**config.mk**
```make
export PLATFORM = sky130hd
export DESIGN_NAME = bridge_bus_scheduler_flat
export DESIGN_NICKNAME = d
export VERILOG_FILES = /design/src/rtl/bridge_bus_scheduler_if.sv /design/src/rtl/bridge_bus_scheduler.sv /design/src/flat_wrapper.sv
export SDC_FILE = /design/constraint.sdc
export NUM_CORES = 1
export LEC_CHECK = 0
export BUFFER_PORTS_ARGS = -buffer_cell sky130_fd_sc_hd__buf_2
export CAP_MARGIN = 20
export CORE_MARGIN = 10
export CORE_UTILIZATION = 41
export DETAILED_ROUTE_END_ITERATION = 10
export PLACE_DENSITY = 0.68
export SLEW_MARGIN = 20
export SYNTH_ARGS = -nofsm -noshare
export SYNTH_HDL_FRONTEND = slang
export SYNTH_SLANG_ARGS = --single-unit
```
**constraint.sdc**
```tcl
create_clock -name clk -period 3.7 [get_ports clk]
set_input_delay 0.185 -clock clk [delete_from_list [all_inputs] [get_ports clk]]
set_output_delay 0.185 -clock clk [all_outputs]
set_load 0.05 [all_outputs]
```
**src/rtl/bridge_bus_scheduler_if.sv**
```systemverilog
// Bundle of the two requester ports and the master_port command bus.
// Handshake: rX_valid is held with its fields until a 1-cycle rX_ready accept; m_dvalid is a 1-cycle start.
interface bridge_bus_scheduler_if #(
  parameter int ADDR_WIDTH = 16,
  parameter int DATA_WIDTH = 8
);
  logic                  r0_valid, r0_ready, r0_mode, r0_done, r0_err;
  logic [ADDR_WIDTH-1:0] r0_addr;
  logic [DATA_WIDTH-1:0] r0_wdata, r0_rdata;
  logic                  r1_valid, r1_ready, r1_mode, r1_done, r1_err;
  logic [ADDR_WIDTH-1:0] r1_addr;
  logic [DATA_WIDTH-1:0] r1_wdata, r1_rdata;
  logic                  m_dvalid, m_dready, m_dmode;
  logic [ADDR_WIDTH-1:0] m_daddr;
  logic [DATA_WIDTH-1:0] m_dwdata, m_drdata;
  logic                  busy, owner;

  modport master (
    input  r0_valid, r0_mode, r0_addr, r0_wdata,
    output r0_ready, r0_done, r0_rdata, r0_err,
    input  r1_valid, r1_mode, r1_addr, r1_wdata,
    output r1_ready, r1_done, r1_rdata, r1_err,
    output m_dvalid, m_dmode, m_daddr, m_dwdata,
    input  m_dready, m_drdata,
    output busy, owner
  );

  modport slave (
    output r0_valid, r0_mode, r0_addr, r0_wdata,
    input  r0_ready, r0_done, r0_rdata, r0_err,
    output r1_valid, r1_mode, r1_addr, r1_wdata,
    input  r1_ready, r1_done, r1_rdata, r1_err,
    input  m_dvalid, m_dmode, m_daddr, m_dwdata,
    output m_dready, m_drdata,
    input  busy, owner
  );
endinterface

```
**src/rtl/bridge_bus_scheduler.sv**
```systemverilog
// Round-robin scheduler sharing one master_port between two requesters,
// sequencing issue / wait-busy / wait-done with a per-transaction watchdog.
module bridge_bus_scheduler #(
  parameter int ADDR_WIDTH     = 16,
  parameter int DATA_WIDTH     = 8,
  parameter int TIMEOUT_CYCLES = 4096,
  parameter int TO_CNT_WIDTH   = 13
) (
  input  logic                  clk,
  input  logic                  rst,
  bridge_bus_scheduler_if.master bus,
  output logic [2:0]            dbg_state
);

  typedef enum logic [2:0] {
    S_IDLE      = 3'd0,
    S_ISSUE     = 3'd1,
    S_WAIT_BUSY = 3'd2,
    S_WAIT_DONE = 3'd3,
    S_RESP      = 3'd4,
    S_TOUT      = 3'd5
  } state_t;

  state_t                  state, state_nx;
  logic                    rr, owner_q, mode_q;
  logic [ADDR_WIDTH-1:0]   addr_q;
  logic [DATA_WIDTH-1:0]   wdata_q, rdata0_q, rdata1_q;
  logic [TO_CNT_WIDTH-1:0] wd;
  logic                    grant_any, grant_id, wd_expired, zero_wait, capture;

  // rst gating keeps the ready pulses low while reset is held
  assign grant_any  = (state == S_IDLE) && bus.m_dready && (bus.r0_valid || bus.r1_valid) && !rst;
  assign grant_id   = (bus.r0_valid && bus.r1_valid) ? rr : bus.r1_valid;
  assign wd_expired = (wd == TO_CNT_WIDTH'(TIMEOUT_CYCLES - 1));
  assign zero_wait  = (state == S_WAIT_BUSY) && bus.m_dready && (wd == TO_CNT_WIDTH'(1));
  assign capture    = !mode_q && (zero_wait || ((state == S_WAIT_DONE) && bus.m_dready));

  always_ff @(posedge clk or posedge rst) begin
    if (rst) state <= S_IDLE;
    else     state <= state_nx;
  end

  always_comb begin
    state_nx = state;
    case (state)
      S_IDLE:      if (grant_any) state_nx = S_ISSUE;
      S_ISSUE:     state_nx = S_WAIT_BUSY;
      S_WAIT_BUSY: begin
        if (!bus.m_dready) state_nx = S_WAIT_DONE;
        else if (zero_wait) state_nx = S_RESP;
      end
      S_WAIT_DONE: begin
        if (bus.m_dready)    state_nx = S_RESP;
        else if (wd_expired) state_nx = S_TOUT;
      end
      S_RESP, S_TOUT: state_nx = S_IDLE;
      default:        state_nx = S_IDLE;
    endcase
  end

  always_ff @(posedge clk or posedge rst) begin
    if (rst) begin
      rr       <= 1'b0;
      owner_q  <= 1'b0;
      mode_q   <= 1'b0;
      addr_q   <= '0;
      wdata_q  <= '0;
      wd       <= '0;
      rdata0_q <= '0;
      rdata1_q <= '0;
    end else begin
      if (grant_any) begin
        owner_q <= grant_id;
        mode_q  <= grant_id ? bus.r1_mode  : bus.r0_mode;
        addr_q  <= grant_id ? bus.r1_addr  : bus.r0_addr;
        wdata_q <= grant_id ? bus.r1_wdata : bus.r0_wdata;
      end
      if (state == S_ISSUE) wd <= '0;
      else if (state == S_WAIT_BUSY || state == S_WAIT_DONE) wd <= wd + 1'b1;
      if (capture) begin
        if (owner_q) rdata1_q <= bus.m_drdata;
        else         rdata0_q <= bus.m_drdata;
      end
      // Completion or abort hands priority to the other requester
      if (state == S_RESP || state == S_TOUT) rr <= ~owner_q;
    end
  end

  always_comb begin
    bus.r0_ready = grant_any && !grant_id;
    bus.r1_ready = grant_any && grant_id;
    bus.m_dvalid = (state == S_ISSUE);
    bus.r0_done  = (state == S_RESP || state == S_TOUT) && !owner_q;
    bus.r1_done  = (state == S_RESP || state == S_TOUT) && owner_q;
    bus.r0_err   = (state == S_TOUT) && !owner_q;
    bus.r1_err   = (state == S_TOUT) && owner_q;
    bus.busy     = (state != S_IDLE);
    bus.owner    = owner_q;
    bus.m_dmode  = mode_q;
    bus.m_daddr  = addr_q;
    bus.m_dwdata = wdata_q;
    bus.r0_rdata = rdata0_q;
    bus.r1_rdata = rdata1_q;
    dbg_state    = state;
  end

endmodule

```
**src/flat_wrapper.sv**
```systemverilog
// flat-port wrapper written by rule: the top's interface ports become plain ports
module bridge_bus_scheduler_flat 
#(
  parameter int ADDR_WIDTH     = 16,
  parameter int DATA_WIDTH     = 8,
  parameter int TIMEOUT_CYCLES = 4096,
  parameter int TO_CNT_WIDTH   = 13
)
  (clk, rst, dbg_state, bus_r0_valid, bus_r0_mode, bus_r0_addr, bus_r0_wdata, bus_r0_ready, bus_r0_done, bus_r0_rdata, bus_r0_err, bus_r1_valid, bus_r1_mode, bus_r1_addr, bus_r1_wdata, bus_r1_ready, bus_r1_done, bus_r1_rdata, bus_r1_err, bus_m_dvalid, bus_m_dmode, bus_m_daddr, bus_m_dwdata, bus_m_dready, bus_m_drdata, bus_busy, bus_owner);
  bridge_bus_scheduler_if #(.ADDR_WIDTH(ADDR_WIDTH), .DATA_WIDTH(DATA_WIDTH)) bus_i ();
  input  logic clk;
  input  logic rst;
  output logic [2:0] dbg_state;
  input wire logic [$bits(bus_i.r0_valid)-1:0] bus_r0_valid;
  input wire logic [$bits(bus_i.r0_mode)-1:0] bus_r0_mode;
  input wire logic [$bits(bus_i.r0_addr)-1:0] bus_r0_addr;
  input wire logic [$bits(bus_i.r0_wdata)-1:0] bus_r0_wdata;
  output wire logic [$bits(bus_i.r0_ready)-1:0] bus_r0_ready;
  output wire logic [$bits(bus_i.r0_done)-1:0] bus_r0_done;
  output wire logic [$bits(bus_i.r0_rdata)-1:0] bus_r0_rdata;
  output wire logic [$bits(bus_i.r0_err)-1:0] bus_r0_err;
  input wire logic [$bits(bus_i.r1_valid)-1:0] bus_r1_valid;
  input wire logic [$bits(bus_i.r1_mode)-1:0] bus_r1_mode;
  input wire logic [$bits(bus_i.r1_addr)-1:0] bus_r1_addr;
  input wire logic [$bits(bus_i.r1_wdata)-1:0] bus_r1_wdata;
  output wire logic [$bits(bus_i.r1_ready)-1:0] bus_r1_ready;
  output wire logic [$bits(bus_i.r1_done)-1:0] bus_r1_done;
  output wire logic [$bits(bus_i.r1_rdata)-1:0] bus_r1_rdata;
  output wire logic [$bits(bus_i.r1_err)-1:0] bus_r1_err;
  output wire logic [$bits(bus_i.m_dvalid)-1:0] bus_m_dvalid;
  output wire logic [$bits(bus_i.m_dmode)-1:0] bus_m_dmode;
  output wire logic [$bits(bus_i.m_daddr)-1:0] bus_m_daddr;
  output wire logic [$bits(bus_i.m_dwdata)-1:0] bus_m_dwdata;
  input wire logic [$bits(bus_i.m_dready)-1:0] bus_m_dready;
  input wire logic [$bits(bus_i.m_drdata)-1:0] bus_m_drdata;
  output wire logic [$bits(bus_i.busy)-1:0] bus_busy;
  output wire logic [$bits(bus_i.owner)-1:0] bus_owner;
  assign bus_i.r0_valid = bus_r0_valid;
  assign bus_i.r0_mode = bus_r0_mode;
  assign bus_i.r0_addr = bus_r0_addr;
  assign bus_i.r0_wdata = bus_r0_wdata;
  assign bus_r0_ready = bus_i.r0_ready;
  assign bus_r0_done = bus_i.r0_done;
  assign bus_r0_rdata = bus_i.r0_rdata;
  assign bus_r0_err = bus_i.r0_err;
  assign bus_i.r1_valid = bus_r1_valid;
  assign bus_i.r1_mode = bus_r1_mode;
  assign bus_i.r1_addr = bus_r1_addr;
  assign bus_i.r1_wdata = bus_r1_wdata;
  assign bus_r1_ready = bus_i.r1_ready;
  assign bus_r1_done = bus_i.r1_done;
  assign bus_r1_rdata = bus_i.r1_rdata;
  assign bus_r1_err = bus_i.r1_err;
  assign bus_m_dvalid = bus_i.m_dvalid;
  assign bus_m_dmode = bus_i.m_dmode;
  assign bus_m_daddr = bus_i.m_daddr;
  assign bus_m_dwdata = bus_i.m_dwdata;
  assign bus_i.m_dready = bus_m_dready;
  assign bus_i.m_drdata = bus_m_drdata;
  assign bus_busy = bus_i.busy;
  assign bus_owner = bus_i.owner;
  bridge_bus_scheduler #(.ADDR_WIDTH(ADDR_WIDTH), .DATA_WIDTH(DATA_WIDTH), .TIMEOUT_CYCLES(TIMEOUT_CYCLES), .TO_CNT_WIDTH(TO_CNT_WIDTH)) u_core (.clk(clk), .rst(rst), .bus(bus_i), .dbg_state(dbg_state));
endmodule
```
* Yosys cells after proc, flatten, opt, wreduce, memory -nomap -nowiden
Index checks and enable logic that the tools add are counted.
** Word-level totals
- Logic and storage cells :: 61
- Bits in registers :: 59
- Input port bits :: 63
** Operators by class
- Equality and inequality tests :: 10
- Reductions and logical operators :: 28
- Bitwise gates (word level) :: 1
- Add/sub/neg operators :: 1
- Mux-type cells :: 12
** Operators with widths (count)
- $mux 13 :: 2
- $mux 16 :: 1
- $mux 3 :: 5
- $logic_and 1x1->1 :: 14
- $add 13x1->13 const B :: 1
- $eq 13x1->1 const B :: 1
- $eq 13x12->1 const B :: 1
- $pmux 3 s4 :: 1
- $mux 8 :: 1
- $eq 3x2->1 const B :: 2
- $eq 3x3->1 const B :: 2
- $ne 3x2->1 const B :: 2
- $logic_not 1->1 :: 4
- $logic_or 1x1->1 :: 4
- $reduce_and 2->1 :: 2
- $eq 3x1->1 const B :: 1
- $logic_not 3->1 :: 1
- $reduce_and 3->1 :: 1
- $reduce_bool 3->1 :: 1
- $mux 1 :: 2
- $ne 2x1->1 const B :: 1
- $reduce_bool 2->1 :: 1
- $not 1->1 :: 1

* Logic depth before layout (Yosys ltp)
Gate-level depths: netlist (run 1).
- Depth after elaboration :: 6
- Gate-level depth with buffers :: 8
- Depth with buffers taken out :: 6

* Least setup slack after synthesis (run 1)
Ideal clock, no wire load.
- Path kind :: register to register
- From :: reg u_core.state[1], in the netlist u_core.dbg_state[1]
- To :: reg u_core.addr_q[0], in the netlist u_core.bus.m_daddr[0]
- Path buffers :: 3
- Arrival time :: 2.359 ns
- Period minus slack after synthesis :: 2.425 ns
- Data required time :: 3.634 ns
- Library setup time :: 0.066 ns
- Stages on the path, launching flop included :: 8
- Slack :: 1.275 ns
- Path through :: dfrtp_1 buf_6 or3_1 buf_6 nor4b_2 buf_2 a222oi_1 inv_1
** On the way
- Longest elaborated chain between the ends :: 4
** Ends and longest elaborated chain
- from (decl) :: line bridge_bus_scheduler.sv:24 : state_t state, state_nx;
- from (signal assigned) :: line bridge_bus_scheduler.sv:40 : else state <= state_nx;
- $logic_not 3->1 :: line bridge_bus_scheduler.sv:32 : assign grant_any = (state == S_IDLE) && bus.m_dready && (bus.r0_valid || bus.r1_valid) && !rst;
- $logic_and 1x1->1 (3 in a row) :: line bridge_bus_scheduler.sv:32
- to (signal assigned) :: line bridge_bus_scheduler.sv:75 : addr_q <= grant_id ? bus.r1_addr : bus.r0_addr;
- to (decl) :: line bridge_bus_scheduler.sv:26 : logic [ADDR_WIDTH-1:0] addr_q;
No other way between the ends.
A chain may end at the register's enable or synchronous reset.

* Worst setup path after layout (run 1)
- From :: reg u_core.state[1], in the netlist u_core.dbg_state[1]
- To :: out bus_r1_ready
** On the way
- Longest elaborated chain between the ends :: 5
** Ends and longest elaborated chain
- $logic_not 3->1 :: line bridge_bus_scheduler.sv:32
- $logic_and 1x1->1 (3 in a row) :: line bridge_bus_scheduler.sv:32
- $logic_and 1x1->1 :: line bridge_bus_scheduler.sv:91 : bus.r1_ready = grant_any && grant_id;
- to (decl) :: line flat_wrapper.sv:26 : output wire logic [$bits(bus_i.r1_ready)-1:0] bus_r1_ready;
No other way between the ends.

==> run metrics, run 1 <==
CP arrival=2.42 ns; placer congestion estimate=0.810; htree depth=3; Worst slew margin=38.8%; Final Max Slew Viols=0; RSZ-0062 raised after global routing=no; area post-placement=3330 um2; worst setup path class=reg2out; simple-gate share of the synthesized area=13.2%; Multi-input gate area=1030 um2; worst hold path class=in2reg; CP Buf/Inv Count=1; critical path cell sequence=or3_1 > nor4b_4 > buf_2; total power=0.00351 W; register area=1480 um2; die height=101 um; Crit. Startpoint=u_core.dbg_state[1]; largest family of logic cells by synthesized area=compound AO/OA/AOI/OAI gates; WL/cell=17.6 um; Hold Violations, Final=0; CP delay by family, top=simple AND/OR/NAND/NOR gates; largest fanout on the critical path=14; R2R Path Start=u_core.dbg_state[1]; Initial Util=42.5%; post-route ant nets=0; area delta synth->final=31.6%; Critical Path Slowest Stage Cell=nor4b_4; Synth Flop Type=dfrtp_1; CTS Sinks=59; synthesized instance count=231; pwr dens=985 nW/um2; Max-Cap Viols=0; PostCTS Resize Cnt=0; worst clock skew=0.00796 ns; IO Count=116; syn nets=296; First DRT Iteration DRCs=210; flip-flop and latch count after synthesis=59; Fin Setup TNS=0 ns; gr usage total=15.0%; critical path startpoint category=flop; Crit path largest cell delay=0.69 ns; Port Buffers=115; Async S/R FF share, synth=100%; largest net degree at the start of global routing=35; Avg Inst Size Synth=11.7 um2; YS warnings=0; Post-layout nets=414; postcts setup bufs=0; VDD IR max=0.000557 V; Tmin final=2.61 ns; final period utilization=70.4%; Clock Latency Late Sink=0.34 ns; CTS tree=done; number of flops mapped to enable cells by yosys=0; mux contribution to synthesized area=7.80%; Leakage=1.88 nW; Seq/Total Area, Yosys=54.5%; Synth area leaders=dfrtp_1, a222oi_1, mux2_2; via count=2330; DP Wirelength=5.71 mm; vias in the first global route=2410; antenna cells=0; CP endpoint kind=output pin; CTS Hold Bufs=1; Synth area leader=dfrtp_1; Netlist cell types=40; critical path required time=3.51 ns; final setup vio count=0; Num CTS Buffers=9; XOR/XNOR Fraction of Synth Area=1.29%; share of the synthesized area in the top cell type=54.5%; Post-Route Utilization=55.9%; status=completed; slew of the pin with the lowest slew margin=0.918 ns; initial antenna violation count=0; Die Width=101 um; DIE AREA=10300 um2; FP Rows=29; Final Cell Area=3570 um2; clock root buffer=clkbuf_8; GRT Residual Overflow=0; Core Footprint=6390 um2; filler instances=563; clock buffer depth=2; drc violations=0; Vias/cell=5.41; router iterations before antenna repair=9; hold path startpoint=bus_r1_addr[9]; CTS clk-pin slew, worst paths=0.07 ns; Post-Synth Adder-Cell Area=0.923%; layout cells sized above 1=45.2%; FMAX=384 MHz; Mapped Area=2710 um2; Compound-Gate Fraction of Synth Area=14.6%; first-pass GRT wire length=12.1 mm; Routed WL=7.58 mm
==> area by class of cell <==
cell class / count / area share (%)
Multi-Input combinational cell: 128 / 29.0
Clock buffer: 12 / 4.35
Timing Repair Buffer: 120 / 17.3
Clock inverter: 4 / 2.03
Inverter: 31 / 3.26
Tap cell: 77 / 2.70
Sequential cell: 59 / 41.4
==> per-stage QoR <==
| step | worst slack, ns | cells | hold slack, ns |
|---|---|---|---|
| 3_5_place_dp | 1.31 | 414 | 0.282 |
| 6_report | 1.09 | 431 | 0.0596 |
| 2_1_floorplan | 1.28 | 231 | 0.310 |
| 4_1_cts | 1.07 | 431 | 0.0463 |
| 3_3_place_gp | 1.39 | 414 | 0.270 |
| 5_1_grt | 0.951 | 431 | 0.0608 |
==> metal layers <==
layer  vias up  track usage, %  wire, um
met5         -               0         0
met4         0            8.04       159
met3        13            4.08       447
met2        85            24.2      3910
met1      1140            17.7      3060
li1       1092               -         -
==> registers in the layout (all words and copies together) (netlist names) <==
name / flops
u_core.bus.owner: 1
u_core.bus.m_daddr: 16
u_core.bus.r1_rdata: 8
u_core.bus.r0_rdata: 8
u_core.rr: 1
u_core.bus.m_dwdata: 8
u_core.dbg_state: 3
u_core.bus.m_dmode: 1
u_core.wd: 13
==> cell usage after synthesis (2+ instances only) <==
cell type  instances
mux2i_1            2
buf_2              5
nor4_1             3
and2_1             2
nand2b_1           4
o21ai_0            6
or3_1              6
nand2_1            9
o21bai_1           2
dfrtp_1           59
xnor2_1            3
a21oi_1            6
ha_1               2
clkbuf_1           3
nand3_1            6
mux2_2            17
nor4_2             2
buf_6              5
and3_1             2
nor4b_2            2
nor2_1            11
inv_1             30
nor3_1             3
a222oi_1          25
==> power by group <==
part	switching, W	internal [W]	total (W)
Combinational	0.00131	0.000466	0.00177
Clock	0.000252	0.000415	0.000667
Sequential	0.000178	0.000897	0.00108
Total	0.00174	0.00178	0.00351
==> cells in the final DEF (no fill, tap or decap), types with 4 or more instances in the layout <==
cell type | synthesis | layout
inv_1 | 30 | 29
o21ai_0 | 6 | 6
nand2_1 | 9 | 9
buf_4 | 0 | 4
or3_1 | 6 | 6
a21oi_1 | 6 | 6
a222oi_1 | 25 | 25
nand2b_1 | 4 | 4
buf_2 | 5 | 115
nor2_1 | 11 | 11
nand3_1 | 6 | 6
mux2_2 | 17 | 17
clkbuf_8 | 0 | 11
dfrtp_1 | 59 | 59
==> worst register-to-register path, stage by stage, from the launching register on <==
cell and delay, ns:
dfrtp_1 0.48, or3_1 0.51, or3_1 0.77, a222oi_1 0.46, inv_1 0.07
==> kinds of logic (layout without fill, tap and decap cells) <==
logic type / count (synthesis) / after routing
compound gates: 45 / 45
xor+xnor: 4 / 4
fa+ha+maj: 2 / 2
buf+inv: 44 / 167
flops: 59 / 59
mux: 19 / 19
simple gates: 58 / 58
==> path summary, 6_finish.rpt <==
check | cells after the start | slack (ns) | to
setup / recovery | 3 | 1.09 | bus_r1_ready
hold / removal | 3 | 0.06 | u_core.bus.m_daddr[9]
setup reg to reg | 4 | 1.29 | u_core.bus.m_daddr[3]
hold reg to reg | 2 | 0.49 | u_core.bus.m_dwdata[7]
max in group asynchronous | 4 | 2.40 | u_core.wd[5]
min in group asynchronous | 3 | 0.46 | u_core.bus.m_daddr[9]
Note: power is estimated with default switching activity, not from simulation.
==> run 2, diff against run 1 <==
==> constraint.sdc (replaced) <==
create_clock -name clk -period 2.4 [get_ports clk]
set_input_delay 0.12 -clock clk [delete_from_list [all_inputs] [get_ports clk]]
set_output_delay 0.12 -clock clk [all_outputs]
set_load 0.05 [all_outputs]
==> run metrics, run 2 (synthesis gave the netlist of run 1 again) <==
CTS clk-pin slew, worst paths=0.07 ns (about the same); Port Buffers=115 (unchanged); Num CTS Buffers=9 (unchanged); Crit. Startpoint=u_core.dbg_state[2]; Initial Util=42.5% (unchanged); worst clock skew=0.0102 ns (+0.00220 ns); CTS tree=done; critical path required time=2.28 ns (-1.23 ns); FP Rows=29 (unchanged); DIE AREA=10300 um2 (unchanged); Final Max Slew Viols=0 (unchanged); pwr dens=1440 nW/um2 (+46%); Tmin final=2.26 ns; RSZ-0062 raised after global routing=no; DP Wirelength=5.68 mm (-0.66%); GRT Residual Overflow=0 (unchanged); gr usage total=15.7% (+0.77 points); Fin Setup TNS=0 ns (unchanged); vias in the first global route=2622 (+8.8%); hold slack=-0.0101 ns (-0.0697 ns); critical path startpoint category=flop; failing checks=hold timing; VDD IR max=0.000966 V (+73%); R2R Path Start=u_core.wd[1]; Routed WL=8.04 mm (+6.1%); antenna cells=0 (unchanged); final setup vio count=0 (unchanged); via count=2478 (+6.4%); clock root buffer=clkbuf_8; Hold Violations, Final=11 (+11); Post-layout nets=438 (+5.8%); FMAX=443 MHz; first-pass GRT wire length=13.0 mm (+7.0%); drc violations=0 (unchanged); largest fanout on the critical path=26 (+12); dpl ws=0.141 ns (-1.17 ns); post-route ant nets=0 (unchanged); largest net degree at the start of global routing=60 (+71%); Worst slew margin=50.8% (+12 points); final period utilization=94.0%; clock buffer depth=2 (unchanged); initial antenna violation count=0 (unchanged); CP arrival=2.14 ns (-0.28 ns); slew of the pin with the lowest slew margin=0.739 ns (-0.180 ns); layout cells sized above 1=44.0% (-1.2 points); most common cell after layout, fill and taps aside=buf_2; IO Count=116 (unchanged); Leakage=1.97 nW (+4.8%); postcts setup bufs=0 (unchanged); reg2reg setup slack=0.31 ns (-0.98 ns); Post-Route Utilization=59.1% (+3.2 points); CTS Sinks=59 (unchanged); Vias/cell=5.46 (+0.96%); Max-Cap Viols=0 (unchanged); placer congestion estimate=0.862 (+6.3%); htree depth=3 (unchanged); Clock Latency Late Sink=0.34 ns (about the same); status=finished with violations; Core Footprint=6390 um2 (unchanged); First DRT Iteration DRCs=231 (+10%); die height=101 um (unchanged); final worst setup slack=0.143 ns (-0.951 ns); most frequent cells in the layout=buf_2, dfrtp_1, inv_1; WL/cell=17.7 um (+0.73%); area delta synth->final=39.1%; CP endpoint kind=output pin; router iterations before antenna repair=7 (-2); Die Width=101 um (unchanged); worst setup path class=reg2out; worst hold path class=in2async; max reg flops=16 (unchanged)
==> run 2: cell types whose count changed in the layout (fill, tap and decap cells not counted) <==
cell,before,now
or4_4,0,1
clkinvlp_4,1,2
bufinv_16,2,1
dlygate4sd3_1,1,20
buf_4,4,9
or4_1,1,0
clkbuf_1,1,0
==> run 2: worst paths after layout <==
check                      cells after the start                      to
setup / recovery                               4            bus_r1_ready
hold / removal                                 3  u_core.bus.m_dwdata[3]
setup reg to reg                               6  u_core.bus.r0_rdata[5]
hold reg to reg                                2  u_core.bus.m_daddr[15]
max in group asynchronous                      3           u_core.wd[11]
min in group clk                               3  u_core.bus.m_daddr[12]
==> run 2: through the flow <==
stage                     hold WS, ns  power, W  area (um2)  instances
after floorplan                 0.245   0.00380        2710        231
after global placement          0.331   0.00446        3370        419
after detailed placement        0.338   0.00450        3370        419
after CTS                    0.000108   0.00546        3770        454
after global routing          0.00444   0.00572        3770        454
final                         -0.0101   0.00543        3770        454
==> run 2: critical path, cell delays in order (launching register included) <==
cell     delay (ns)
dfrtp_1        0.45
or3_1          0.45
nor4b_4        0.24
buf_4          0.31
buf_2          0.32
==> run 2: layout make-up <==
type,instances,area [um2]
Timing Repair Buffer,144,843
Sequential cell,59,1480
Clock buffer,11,151
Inverter,31,116
Clock inverter,4,50.0
Multi-Input combinational cell,128,1040
Tap cell,77,96.3
Fill cell,540,2610
==> run 2: report_power, final <==
group / internal [W] / switching [W]
combinational: 0.000790 / 0.00208
sequential: 0.00138 / 0.000248
clock: 0.000528 / 0.000397
total: 0.00270 / 0.00273
==> run 2: repair_timing <==
item                       4_1_cts  5_1_grt
hold buffers                    20        0
resized for setup                0        1
setup endpoints to repair        0        8
hold endpoints to repair        19        0
==> run 2: per-layer routing <==
metal / global-route usage [%] / share of wire, % / vias up
met5: 0 / 0 / -
met4: 7.40 / 2.7 / 0
met3: 5.51 / 7.4 / 18
met2: 26.7 / 52 / 108
met1: 17.2 / 38 / 1223
li1: - / - / 1129
